`src/rtl/fifo_status.sv`:
```
// Single-clock FIFO with fill level, threshold flags, sticky error flags, flush,
// and either a registered read port or a first-word-fall-through read port.
module fifo_status #(
  parameter int nrOfEntries      = 16,
  parameter int bitWidth         = 32,
  parameter int almostFullLevel  = 12,
  parameter int almostEmptyLevel = 4,
  parameter int fwftMode         = 0
) (
  input  logic                               clock,
  input  logic                               reset,
  input  logic                               clear,
  input  logic                               push,
  input  logic                               pop,
  input  logic [bitWidth-1:0]                pushData,
  output logic [bitWidth-1:0]                popData,
  output logic                               full,
  output logic                               empty,
  output logic                               almostFull,
  output logic                               almostEmpty,
  output logic [$clog2(nrOfEntries+1)-1:0]   fillLevel,
  output logic                               overflow,
  output logic                               underflow
);

  localparam int cntW = $clog2(nrOfEntries + 1);
  localparam int ptrW = $clog2(nrOfEntries);

  logic [bitWidth-1:0] mem [nrOfEntries];
  logic [ptrW-1:0]     readPtr;
  logic [ptrW-1:0]     writePtr;
  logic                pushOk;
  logic                popOk;

  // Pointers wrap explicitly so depths that are not a power of two work.
  function automatic logic [ptrW-1:0] nextPtr(input logic [ptrW-1:0] p);
    return (p == ptrW'(nrOfEntries - 1)) ? '0 : p + ptrW'(1);
  endfunction

  // A full FIFO still takes a push when a pop frees a slot in the same cycle.
  always_comb begin
    popOk  = pop && !empty;
    pushOk = push && (!full || popOk);
  end

  assign full        = (fillLevel == cntW'(nrOfEntries));
  assign empty       = (fillLevel == '0);
  assign almostFull  = (fillLevel >= cntW'(almostFullLevel));
  assign almostEmpty = (fillLevel <= cntW'(almostEmptyLevel));

  always_ff @(posedge clock or negedge reset) begin
    if (!reset) begin
      readPtr   <= '0;
      writePtr  <= '0;
      fillLevel <= '0;
      overflow  <= 1'b0;
      underflow <= 1'b0;
    end else if (clear) begin
      readPtr   <= '0;
      writePtr  <= '0;
      fillLevel <= '0;
      overflow  <= 1'b0;
      underflow <= 1'b0;
    end else begin
      if (pushOk) writePtr <= nextPtr(writePtr);
      if (popOk)  readPtr  <= nextPtr(readPtr);
      case ({pushOk, popOk})
        2'b10:   fillLevel <= fillLevel + cntW'(1);
        2'b01:   fillLevel <= fillLevel - cntW'(1);
        default: fillLevel <= fillLevel;
      endcase
      if (push && !pushOk) overflow  <= 1'b1;
      if (pop && !popOk)   underflow <= 1'b1;
    end
  end

  // Storage has no reset; stale words are unreachable once pointers are zeroed.
  always_ff @(posedge clock) begin
    if (reset && !clear && pushOk) mem[writePtr] <= pushData;
  end

  generate
    if (fwftMode != 0) begin : gFwft
      assign popData = mem[readPtr];
    end else begin : gReg
      logic [bitWidth-1:0] popReg;
      always_ff @(posedge clock or negedge reset) begin
        if (!reset)     popReg <= '0;
        else if (clear) popReg <= '0;
        else if (popOk) popReg <= mem[readPtr];
      end
      assign popData = popReg;
    end
  endgenerate

endmodule

```
`config.mk`:
```
export PLATFORM = sky130hd
export DESIGN_NAME = fifo_status
export DESIGN_NICKNAME = d
export VERILOG_FILES = /design/src/rtl/fifo_status.sv
export SDC_FILE = /design/constraint.sdc
export NUM_CORES = 1
export LEC_CHECK = 0
export BUFFER_PORTS_ARGS = -buffer_cell sky130_fd_sc_hd__buf_2
export CORE_MARGIN = 2
export CORE_UTILIZATION = 55
export CTS_CLUSTER_DIAMETER = 60
export DETAILED_ROUTE_END_ITERATION = 8
export PLACE_DENSITY = 0.79
export SKIP_LAST_GASP = 1
export SYNTH_ARGS = -nofsm -noshare
export SYNTH_HDL_FRONTEND = slang
export SYNTH_SLANG_ARGS = --single-unit
export TNS_END_PERCENT = 100
```
`constraint.sdc`:
```
create_clock -name clock -period 4.7 [get_ports clock]
set_clock_uncertainty 0.05 [all_clocks]
set_input_delay 0.235 -clock clock [delete_from_list [all_inputs] [get_ports clock]]
set_output_delay 0.235 -clock clock [all_outputs]
set_load 0.01 [all_outputs]
```
# --- Word-level counts from Yosys, hierarchy flattened ---
# Memories as Yosys holds them, arrays and structs flattened.
# Index checks and enable logic that the tools add are counted.
word_totals:
  register_bits: 47
  ramBits: 512
  in_bits: 37
  out_inout_bits: 43
  wordCells: 52
  n_memories: 1
memory_table:
  columns: ["name", "words", "width", "rd", "rd_ports_with_merged_regs", "wr", "line", "source"]
  rows:
  - ["mem", 16, 32, 1, 0, 1, "29", "logic [bitWidth-1:0] mem [nrOfEntries];"]
classes:
  n_addsub: 4
  magnitude_cmp: 2
  n_eq_ne: 5
  n_mux: 16
  n_reduce_logical: 18
ops:
  columns: ["operator", "n"]
  rows:
  - ["$mux W32", 2]
  - ["$mux W4", 6]
  - ["$pmux W5 S2", 1]
  - ["$add A4 B1 Y4 const B", 2]
  - ["$eq A4 B4 Y1 const B", 2]
  - ["$reduce_bool A2 Y1", 4]
  - ["$logic_and A1 B1 Y1", 6]
  - ["$mux W1", 6]
  - ["$add A5 B1 Y5 const B", 1]
  - ["$eq A5 B5 Y1 const B", 1]
  - ["$ge A5 B4 Y1 const B", 1]
  - ["$le A5 B3 Y1 const B", 1]
  - ["$logic_not A1 Y1", 5]
  - ["$logic_not A5 Y1", 1]
  - ["$mux W5", 1]
  - ["$sub A5 B1 Y5 const B", 1]
  - ["$reduce_bool A3 Y1", 1]
  - ["$eq A2 B1 Y1 const B", 1]
  - ["$eq A2 B2 Y1 const B", 1]
  - ["$logic_or A1 B1 Y1", 1]

# --- Longest topological paths before layout ---
# Gate-level depths: netlist (run 1).
logic_depth:
  word_depth: 9
  depth_mapped: 9
  mapped_depth_nobuf: 8

# --- Least setup slack after synthesis (run 1) ---
# Ideal clock, no wire load.
synth_timing:
  kind: "register to register"
  startpoint: "reg fillLevel[0]"
  endpoint: "mem mem[7][0] (enable)"
  setup_time_ps: 468
  arrival_time_ps: 3506
  required_ps: 4182
  setup_slack_ps: 676
  path_stages_with_launch: 6
  path_buffers: 1
  period_less_slack_ps: 4024
  path_cell_list: "dfrtp_1 > or4_1 > buf_4 > o21a_1 > nand3_1 > nor3b_1"
synth_via:
  elab_chain_cells: 8
  elab_cells_between_ends: 10
  cone_classes: "eq/ne (1); mux (2); reduce/logical (7)"
synth_rtl:
  columns: ["item", "line", "source"]
  rows:
  - ["from (decl)", "21", "output logic [$clog2(nrOfEntries+1)-1:0] fillLevel,"]
  - ["from (signal assigned)", "68", "2'b10: fillLevel <= fillLevel + cntW'(1);"]
  - ["from (signal assigned)", "69", "2'b01: fillLevel <= fillLevel - cntW'(1);"]
  - ["from (signal assigned)", "70", "default: fillLevel <= fillLevel;"]
  - ["$logic_not A5 Y1", "47", "assign empty = (fillLevel == '0);"]
  - ["$logic_not A1 Y1", "42", "popOk = pop && !empty;"]
  - ["$logic_and A1 B1 Y1", "42", null]
  - ["$logic_or A1 B1 Y1 *", "43", "pushOk = push && (!full || popOk);"]
  - ["$logic_and A1 B1 Y1 *", "43", null]
  - ["$logic_and A1 B1 Y1 *", "79", "if (reset && !clear && pushOk) mem[writePtr] <= pushData;"]
  - ["$mux W1 *", "79", null]
  - ["$mux W1 (implied by the code) *", "79", null]
  - ["to (decl)", "29", null]
# Mark *: on every way between the ends. The rest lies on a longest branch, timed or not.

# --- Worst setup path in the final report (run 1) ---
layout_timing:
  startpoint: "reg fillLevel[0]"
  endpoint: "mem mem[6][25] (enable)"
# The elaborated chain is that of the path after synthesis.

==> flow_summary.toml, run 1 <==
[clocking]
cts_made_buffers = 53
htreeDepth = 2
cts_tree = "built"
insertion_delay_ns = 0.58
cts.path.max_buffers = 3
cts_setup_buffers = 0
cts_sinks = 559
ctsResizeCount = 0
clockRootBuffer = "clkbuf_16"
cts.clk_slew.worst_paths_ns = 0.06

[cells_and_area]
final_common_cell = "edfxtp_1"
diodes = 0
areaGrowthSynthToFinish_pct = 14.3
layout_common_cells = "512 x edfxtp_1, 128 x mux4_2, 79 x buf_2"
drive_gt1_share_pct = 30.9
fin_cells = 1683
utilization_pct = 63.8
nNetsFinal = 1167
fin_area_um2 = 24700

[worst_setup_path]
critPathArrivalTime_ns = 3.29
rrSetupSlack_ns = 1.55
crit_path_max_fanout = 32
cp.required_ns = 4.84
end_kind = "flip-flop"
ff2ff_path_depth = 4
start_kind = "flip-flop"
r2r_start = "fillLevel[0]$_DFFE_PN0P_"
rr_endpoint = "mem[6][25]$_DFFE_PP_"
path_class = "flip-flop to flip-flop"
crit_path_start = "fillLevel[0]$_DFFE_PN0P_"

[synth]
synth-edff-count = 512
ys_seq_area_share_pct = 76.6
syn-cell-area_um2 = 21600
synth_seq_cells = 559
synthArstFlopShare_pct = 8.41
syn_inst = 991
synth_flop_cell = "edfxtp_1"
yosys_warnings = 0
syn_avg_cell_area_um2 = 21.8
synthesis.nets = 1037
synth.distinct_cells = 41

[placed_design]
placed_area_um2 = 22600
place_ws_ns = 1.65
globalplace.congestion = 0.719
dp_hpwl_mm = 23.2
post-place-cells = 1550
io_buffers = 79

[timing]
worst_slew_pin_slew_ns = 1.26
fmax_mhz = 317
slew_violations = 0
fin_ws_ns = 1.55
tns_ns = 0
relSlewSlack_pct = 16.0
hold_ws_ns = 0.0294
period_share_pct = 67.0
post-route-min-period_ns = 3.15
rsz0062_at_grt = "no"
setup_viol_count_final = 0
hold_viol = 0

[route]
routedWlPerCell_um = 25.7
wl_mm = 43.3
dr.pass1.iters = 5
drc_errors = 0
drtIter0Drc = 923
drtAntennaViolNets = 0
dr_total_vias = 10300
vias_per_cell = 6.11

[grt]
grt.overflow.total = 0
grt_pass1_vias = 10900
antenna_found_initial = 0
grt_use_total_pct = 21.8
grt_max_degree = 62
grt_pass1_wl_mm = 66.3

[min_path]
min_path_cells = 1
holdPathEnd = "mem[0][6]$_DFFE_PP_"
hp-start = "pushData[6]"
worst_hold_path_type = "primary input to flip-flop"

[floorplan]
row_count = 72
core_area_um2 = 38700
io_pins = 80
fp.dieW_um = 202
initial_core_util_pct = 55.8
die_y_um = 202
dieArea_um2 = 40900

[status]
outcome = "completed"

[run]
drv_cap = 0

[pwr]
power_mw = 11.6
peakVddDrop_mv = 0.351
p_leak_nw = 7.99
powerDensity_nw_per_um2 = 470
==> synth_stat cells (all sizes together), types with 2 or more instances <==
master  count  area share (%)
buf        42             1.1
or4         3            0.10
a221o      32             1.5
mux4      128              13
dfrtp      47             5.4
nor2       57             1.0
nand3       7            0.16
xor2        2           0.081
o211ai      5            0.26
nor2b       3           0.087
o21ai       7            0.21
nor3        4           0.093
a21o        2           0.069
edfxtp    512              71
a21oi      11            0.25
inv        10            0.17
nand2b      5            0.14
mux2       35             1.8
mux2i      35             1.6
nand2      11            0.19
ha          8            0.46
clkbuf     13            0.23
==> critical path: stages (launching register included) <==
cell	delay [ns]
dfrtp_1	0.45
or4_1	0.45
o21a_1	0.38
nand3_1	0.35
nor2_4	1.07
==> worst max-delay path by stage <==
stage | endpoint | slack, ns | cells past startpoint
floorplan | mem[7][0]$_DFFE_PP_ | 0.68 | 5
global placement | mem[4][20]$_DFFE_PP_ | 1.75 | 4
detailed placement | mem[4][20]$_DFFE_PP_ | 1.65 | 4
CTS | mem[6][25]$_DFFE_PP_ | 1.58 | 4
global route | mem[4][25]$_DFFE_PP_ | 1.42 | 4
finish | mem[6][25]$_DFFE_PP_ | 1.55 | 4
==> repair_timing <==
| action | 4_1_cts | 5_1_grt |
|---|---|---|
| hold endpoints to repair | 515 | 0 |
| hold buffers | 34 | 0 |
| endpoints found under the setup margin | 0 | 0 |
==> sequential cells by signal, indices dropped and copies added (netlist names) <==
name       count
fillLevel      5
mem          512
overflow       1
popData       32
readPtr        4
underflow      1
writePtr       4
==> per-layer routing <==
| metal | up-vias | GRT usage (%) | share of wire [%] |
|---|---|---|---|
| li1 | 4397 | - | - |
| met1 | 5424 | 30.6 | 41 |
| met2 | 380 | 35.2 | 50 |
| met3 | 81 | 3.95 | 5.8 |
| met4 | 0 | 7.30 | 2.9 |
| met5 | - | 0 | 0 |
==> layout make-up <==
cell class                      count  area [um^2]
Sequential cell                   559        16600
Fill cell                        2570        14000
Multi-Input combinational cell    367         4850
Clock buffer                       71         1450
Timing Repair Buffer              130          888
Tap cell                          518          648
Clock inverter                     28          280
Inverter                           10         37.5
==> cells by family (layout without fill, tap and decap cells) <==
logic type	count (synthesis)	in the layout	share of synthesized area (%)
muxes	198	198	16.8
DFF	559	559	76.6
AOI/OAI and AO/OA	63	63	2.55
buffers and inverters	65	239	1.54
and+or+nand+nor	95	95	1.94
adders and majority gates	9	9	0.556
xor gates and xnor gates	2	2	0.0810
==> power breakdown <==
group          leakage, nW  switching [mW]  internal, mW
sequential            5.23           0.192          5.54
clock                0.838            1.78          2.44
combinational         1.92           0.808         0.855
total                 7.99            2.78          8.84
Note: power is estimated with default switching activity, not from simulation.
==> run 2: changes to the inputs <==
--- a/config.mk
+++ b/config.mk
@@ -10,7 +10,7 @@
 export CORE_UTILIZATION = 55
 export CTS_CLUSTER_DIAMETER = 60
 export DETAILED_ROUTE_END_ITERATION = 8
-export PLACE_DENSITY = 0.79
+export PLACE_DENSITY = 0.82
 export SKIP_LAST_GASP = 1
 export SYNTH_ARGS = -nofsm -noshare
 export SYNTH_HDL_FRONTEND = slang
==> constraint.sdc (replaced) <==
create_clock -name clock -period 2.7 [get_ports clock]
set_clock_uncertainty 0.05 [all_clocks]
set_input_delay 0.135 -clock clock [delete_from_list [all_inputs] [get_ports clock]]
set_output_delay 0.135 -clock clock [all_outputs]
set_load 0.01 [all_outputs]
==> run 2 against run 1 <==
  * Non-clock buffer count increased by 37
  * Sequential power increased by 72%
  * Core utilization increased by 2.1 points
  * Critical endpoint is now mem[12][1]$_DFFE_PP_
  * Largest power group unchanged
  * Highest routed layer unchanged
  * Fmax increased by 20%
  * Count of clock-buffer cells in the layout decreased by 4
  * Global-route usage increased by 2.8 points
==> flow_summary.toml, run 2 (same netlist as run 1, synthesis figures left out) <==
[status]
outcome = "completed"

[worst_setup_path]
path_class = "flip-flop to flip-flop"
end_kind = "flip-flop"
cp.required_ns = 2.84
ff2ff_path_depth = 5
crit_path_max_fanout = 32
rrSetupSlack_ns = 0.07
critPathArrivalTime_ns = 2.78
crit_path_start = "fillLevel[0]$_DFFE_PN0P_"
endpoint = "mem[12][1]$_DFFE_PP_"
start_kind = "flip-flop"
r2r_start = "fillLevel[0]$_DFFE_PN0P_"
rr_endpoint = "mem[12][1]$_DFFE_PP_"

[cells_and_area]
drive_gt1_share_pct = 33.8
nNetsFinal = 1207
multiInputGateArea_um2 = 4910
fillCellCount = 2448
areaGrowthSynthToFinish_pct = 18.1
fin_area_um2 = 25500
layout_common_cells = "512 x edfxtp_1, 128 x mux4_2, 79 x buf_2"
largest_register = "mem"
largest_reg_flops = 512
diodes = 0
final_common_cell = "edfxtp_1"
final-seq-area_um2 = 16600

[grt]
grt.overflow.total = 0
gr-max-usage-layer = "met2"
grt_max_degree = 48
use_met1_pct = 33.0
met3_usage_pct = 3.77
grt_pass1_vias = 11500
antenna_found_initial = 0
grt_pass1_wl_mm = 74.0
grt_use_total_pct = 24.7
use_met2_pct = 42.4

[pwr]
peakVddDrop_mv = 0.771
powerDensity_nw_per_um2 = 839
p_leak_nw = 8.34

[route]
dr.pass1.iters = 5
vias_per_cell = 6.31
dr_total_vias = 10900
wl_mm = 49.4
drtAntennaViolNets = 0
drc_errors = 0
drtIter0Drc = 1291
routedWlPerCell_um = 28.6

[timing]
relSlewSlack_pct = 12.2
hold_viol = 0
post-route-min-period_ns = 2.63
tns_ns = 0
period_share_pct = 97.5
setup_viol_count_final = 0
worst_slew_pin_slew_ns = 1.31
slew_violations = 0
fmax_mhz = 380

[clocking]
cts.clk_slew.worst_paths_ns = 0.06
insertion_delay_ns = 0.60
cts_made_buffers = 54
htreeDepth = 2
cts_tree = "built"
clockRootBuffer = "clkbuf_16"
cts.path.max_buffers = 3
cts_sinks = 559
cts_setup_buffers = 0

[floorplan]
core_area_um2 = 38700
fp.dieW_um = 202
initial_core_util_pct = 55.8
dieArea_um2 = 40900
row_count = 72
die_y_um = 202
io_pins = 80

[run]
drv_cap = 0

[placed_design]
placed_area_um2 = 23200
globalplace.congestion = 0.787
io_buffers = 79
dp_hpwl_mm = 26.9

[min_path]
worst_hold_path_type = "primary input to asynchronous set/reset pin"
-- run 2: cell type report --
cell class | count | share of cell area (%)
Clock inverter | 34 | 1.90
Clock buffer | 67 | 5.80
Timing Repair Buffer | 167 | 5.47
Inverter | 10 | 0.147
Multi-Input combinational cell | 369 | 19.2
Sequential cell | 559 | 64.9
Tap cell | 518 | 2.54
-- run 2: what timing repair did --
action / 4_1_cts / 5_1_grt
hold endpoints to repair: 569 / 0
resized for setup: 1 / 2
gates cloned: 0 / 2
hold buffers: 36 / 0
pin swaps: 0 / 3
setup endpoints to repair: 1 / 92
-- run 2: layer usage --
layer | vias up | wire, um
met3 | 102 | 3620
met4 | 0 | 1240
met5 | - | 0
li1 | 4464 | -
met1 | 5757 | 18600
met2 | 550 | 25900
-- run 2: through the flow --
step / util, % / std cells / power (mW) / hold WS (ns) / setup WS [ns]
after global routing: 65.9 / 1724 / 22.1 / 0.326 / -0.0205
after CTS: 65.8 / 1722 / 21.5 / 0.268 / 0.0247
after detailed placement: 59.8 / 1585 / 13.3 / 0.337 / 0.000799
after floorplan: - / 991 / 12.2 / -0.211 / -0.331
after global placement: 59.8 / 1585 / 13.2 / 0.312 / 0.143
final: 65.9 / 1724 / 21.4 / 0.251 / 0.0662
-- run 2: where the power goes --
part	switching, mW	internal, mW
Sequential	0.218	9.65
Clock	3.27	4.97
Combinational	1.65	1.67
-- run 2: worst max-delay path, stage by stage (launching register included) --
cell and delay, ns:
dfrtp_1 0.35, or4_1 0.16, o21a_1 0.35, nand3_1 0.15, buf_4 0.19, nor2_4 0.97
-- run 2: worst min path at each step --
stage	endpoint
floorplan	fillLevel[0]$_DFFE_PN0P_
finish	popData[30]$_DFFE_PN0P_
global placement	popData[3]$_DFFE_PN0P_
global route	popData[27]$_DFFE_PN0P_
CTS	popData[30]$_DFFE_PN0P_
detailed placement	fillLevel[4]$_DFFE_PN0P_
==> run 3: changes to the inputs <==
--- a/config.mk
+++ b/config.mk
@@ -8,6 +8,7 @@
 export BUFFER_PORTS_ARGS = -buffer_cell sky130_fd_sc_hd__buf_2
 export CORE_MARGIN = 2
 export CORE_UTILIZATION = 55
+export CTS_BUF_LIST = sky130_fd_sc_hd__clkbuf_16
 export CTS_CLUSTER_DIAMETER = 60
 export DETAILED_ROUTE_END_ITERATION = 8
 export PLACE_DENSITY = 0.82
==> run 3 against run 2 <==
  * Combinational power about the same
  * Register-to-register slack got worse by 0.03 ns
  * Count of clock-buffer cells in the layout shrank 12
  * Non-clock buffer count unchanged
  * Sequential power about the same
  * Core utilization decreased by 0.15 points
  * Critical path type unchanged
  * Critical endpoint is now mem[15][11]$_DFFE_PP_
  * Largest power group unchanged
==> flow_summary.toml, run 3 (same netlist as run 1, synthesis figures left out) <==
[grt]
antenna_found_initial = 0
grt_pass1_vias = 11500
grt.overflow.total = 0
grt_max_degree = 48
grt_pass1_wl_mm = 73.5
grt_use_total_pct = 24.4

[cells_and_area]
layout_common_cells = "512 x edfxtp_1, 128 x mux4_2, 79 x buf_2"
fin_cells = 1724
diodes = 0
largest_reg_flops = 512
final_common_cell = "edfxtp_1"
nNetsFinal = 1207
utilization_pct = 65.7
drive_gt1_share_pct = 33.3
areaGrowthSynthToFinish_pct = 17.8
largest_register = "mem"

[clocking]
clockRootBuffer = "clkbuf_16"
cts_made_buffers = 54
cts_sinks = 559
htreeDepth = 2
cts_tree = "built"
cts.path.max_buffers = 3
insertion_delay_ns = 0.60
cts.clk_slew.worst_paths_ns = 0.06

[timing]
rsz0062_at_grt = "yes"
setup_viol_count_final = 0
worst_slew_pin_slew_ns = 1.38
post-route-min-period_ns = 2.66
relSlewSlack_pct = 8.21
fmax_mhz = 376
period_share_pct = 98.5
slew_violations = 0
hold_viol = 0

[worst_setup_path]
start_kind = "flip-flop"
path_class = "flip-flop to flip-flop"
rr_endpoint = "mem[15][11]$_DFFE_PP_"
r2r_start = "fillLevel[0]$_DFFE_PN0P_"
ff2ff_path_depth = 5
end_kind = "flip-flop"
rrSetupSlack_ns = 0.04
crit_path_max_fanout = 16
cp.required_ns = 2.85
critPathArrivalTime_ns = 2.81

[floorplan]
die_y_um = 202
row_count = 72
core_area_um2 = 38700
io_pins = 80
initial_core_util_pct = 55.8
fp.dieW_um = 202
dieArea_um2 = 40900

[run]
drv_cap = 0

[route]
routedWlPerCell_um = 28.3
dr_total_vias = 10900
wl_mm = 48.7
vias_per_cell = 6.30
dr.pass1.iters = 6
drtIter0Drc = 1298
drc_errors = 0
drtAntennaViolNets = 0

[pwr]
peakVddDrop_mv = 0.771
powerDensity_nw_per_um2 = 833
p_leak_nw = 8.33

[placed_design]
globalplace.congestion = 0.787
dp_hpwl_mm = 26.9
io_buffers = 79
post-place-cells = 1585

[status]
outcome = "completed"

[min_path]
worst_hold_path_type = "primary input to asynchronous set/reset pin"
-- run 3: cell count changes in the layout (fill, tap and decap cells not counted) --
cell,previous run,this run
clkinv_1,8,14
clkbuf_8,6,0
clkbuf_1,6,0
inv_1,10,16
-- run 3: what timing repair did --
action / CTS / global route
buffers inserted: 0 / 0
hold buffers: 36 / 0
gates resized for setup: 1 / 2
cloned: 0 / 2
pin swaps: 0 / 2
endpoints found under the setup margin: 1 / 84
endpoints found under the hold margin: 569 / 0
-- run 3: final cells by class --
class	instances	area (um^2)
Sequential cell	559	16600
Timing Repair Buffer	167	1400
Fill cell	2449	13300
Clock inverter	46	531
Clock buffer	55	1380
Multi-Input combinational cell	369	4910
Inverter	10	37.5
Tap cell	518	648
-- run 3: critical path, stage by stage (launching register included) --
cell	delay (ns)
dfrtp_1	0.35
or4_1	0.16
o21a_1	0.35
nand3_1	0.13
buf_4	0.19
nor2_2	1.03
-- run 3: worst max-delay path by stage --
stage	from	slack [ns]	cells after the start	end
5_1_grt	fillLevel[1]$_DFFE_PN0P_	-0.008	6	mem[2][8]$_DFFE_PP_
6_report	fillLevel[0]$_DFFE_PN0P_	0.04	5	mem[15][11]$_DFFE_PP_
4_1_cts	fillLevel[0]$_DFFE_PN0P_	0.02	5	mem[15][15]$_DFFE_PP_
2_1_floorplan	fillLevel[0]$_DFFE_PN0P_	-0.33	5	mem[12][0]$_DFFE_PP_
3_5_place_dp	fillLevel[1]$_DFFE_PN0P_	0.0008	8	fillLevel[4]$_DFFE_PN0P_
3_3_place_gp	fillLevel[1]$_DFFE_PN0P_	0.14	8	fillLevel[4]$_DFFE_PN0P_
-- run 3: stage by stage --
step | setup slack (ns) | total power, mW | setup TNS (ns) | hold slack [ns] | cell area [um^2]
floorplan | -0.331 | 12.2 | -136.89 | -0.211 | 21600
global placement | 0.143 | 13.2 | 0 | 0.312 | 23200
detailed placement | 0.000799 | 13.3 | 0 | 0.337 | 23200
CTS | 0.0228 | 21.3 | 0 | 0.266 | 25400
global route | -0.00837 | 21.9 | -0.0696 | 0.326 | 25500
finish | 0.0408 | 21.2 | 0 | 0.248 | 25500
-- run 3: power by group --
group	internal, mW	leakage, nW	switching [mW]
registers	9.65	5.23	0.216
clock network	4.77	0.954	3.25
logic	1.67	2.14	1.64
-- run 3: per-layer routing --
layer / share of wire (%) / wire (um) / vias up / global-route usage [%]
met5: 0 / 0 / - / 0
met3: 7.4 / 3630 / 98 / 3.79
met4: 2.3 / 1140 / 0 / 7.25
li1: - / - / 4464 / -
met2: 52 / 25300 / 552 / 41.7
met1: 38 / 18700 / 5751 / 33.0
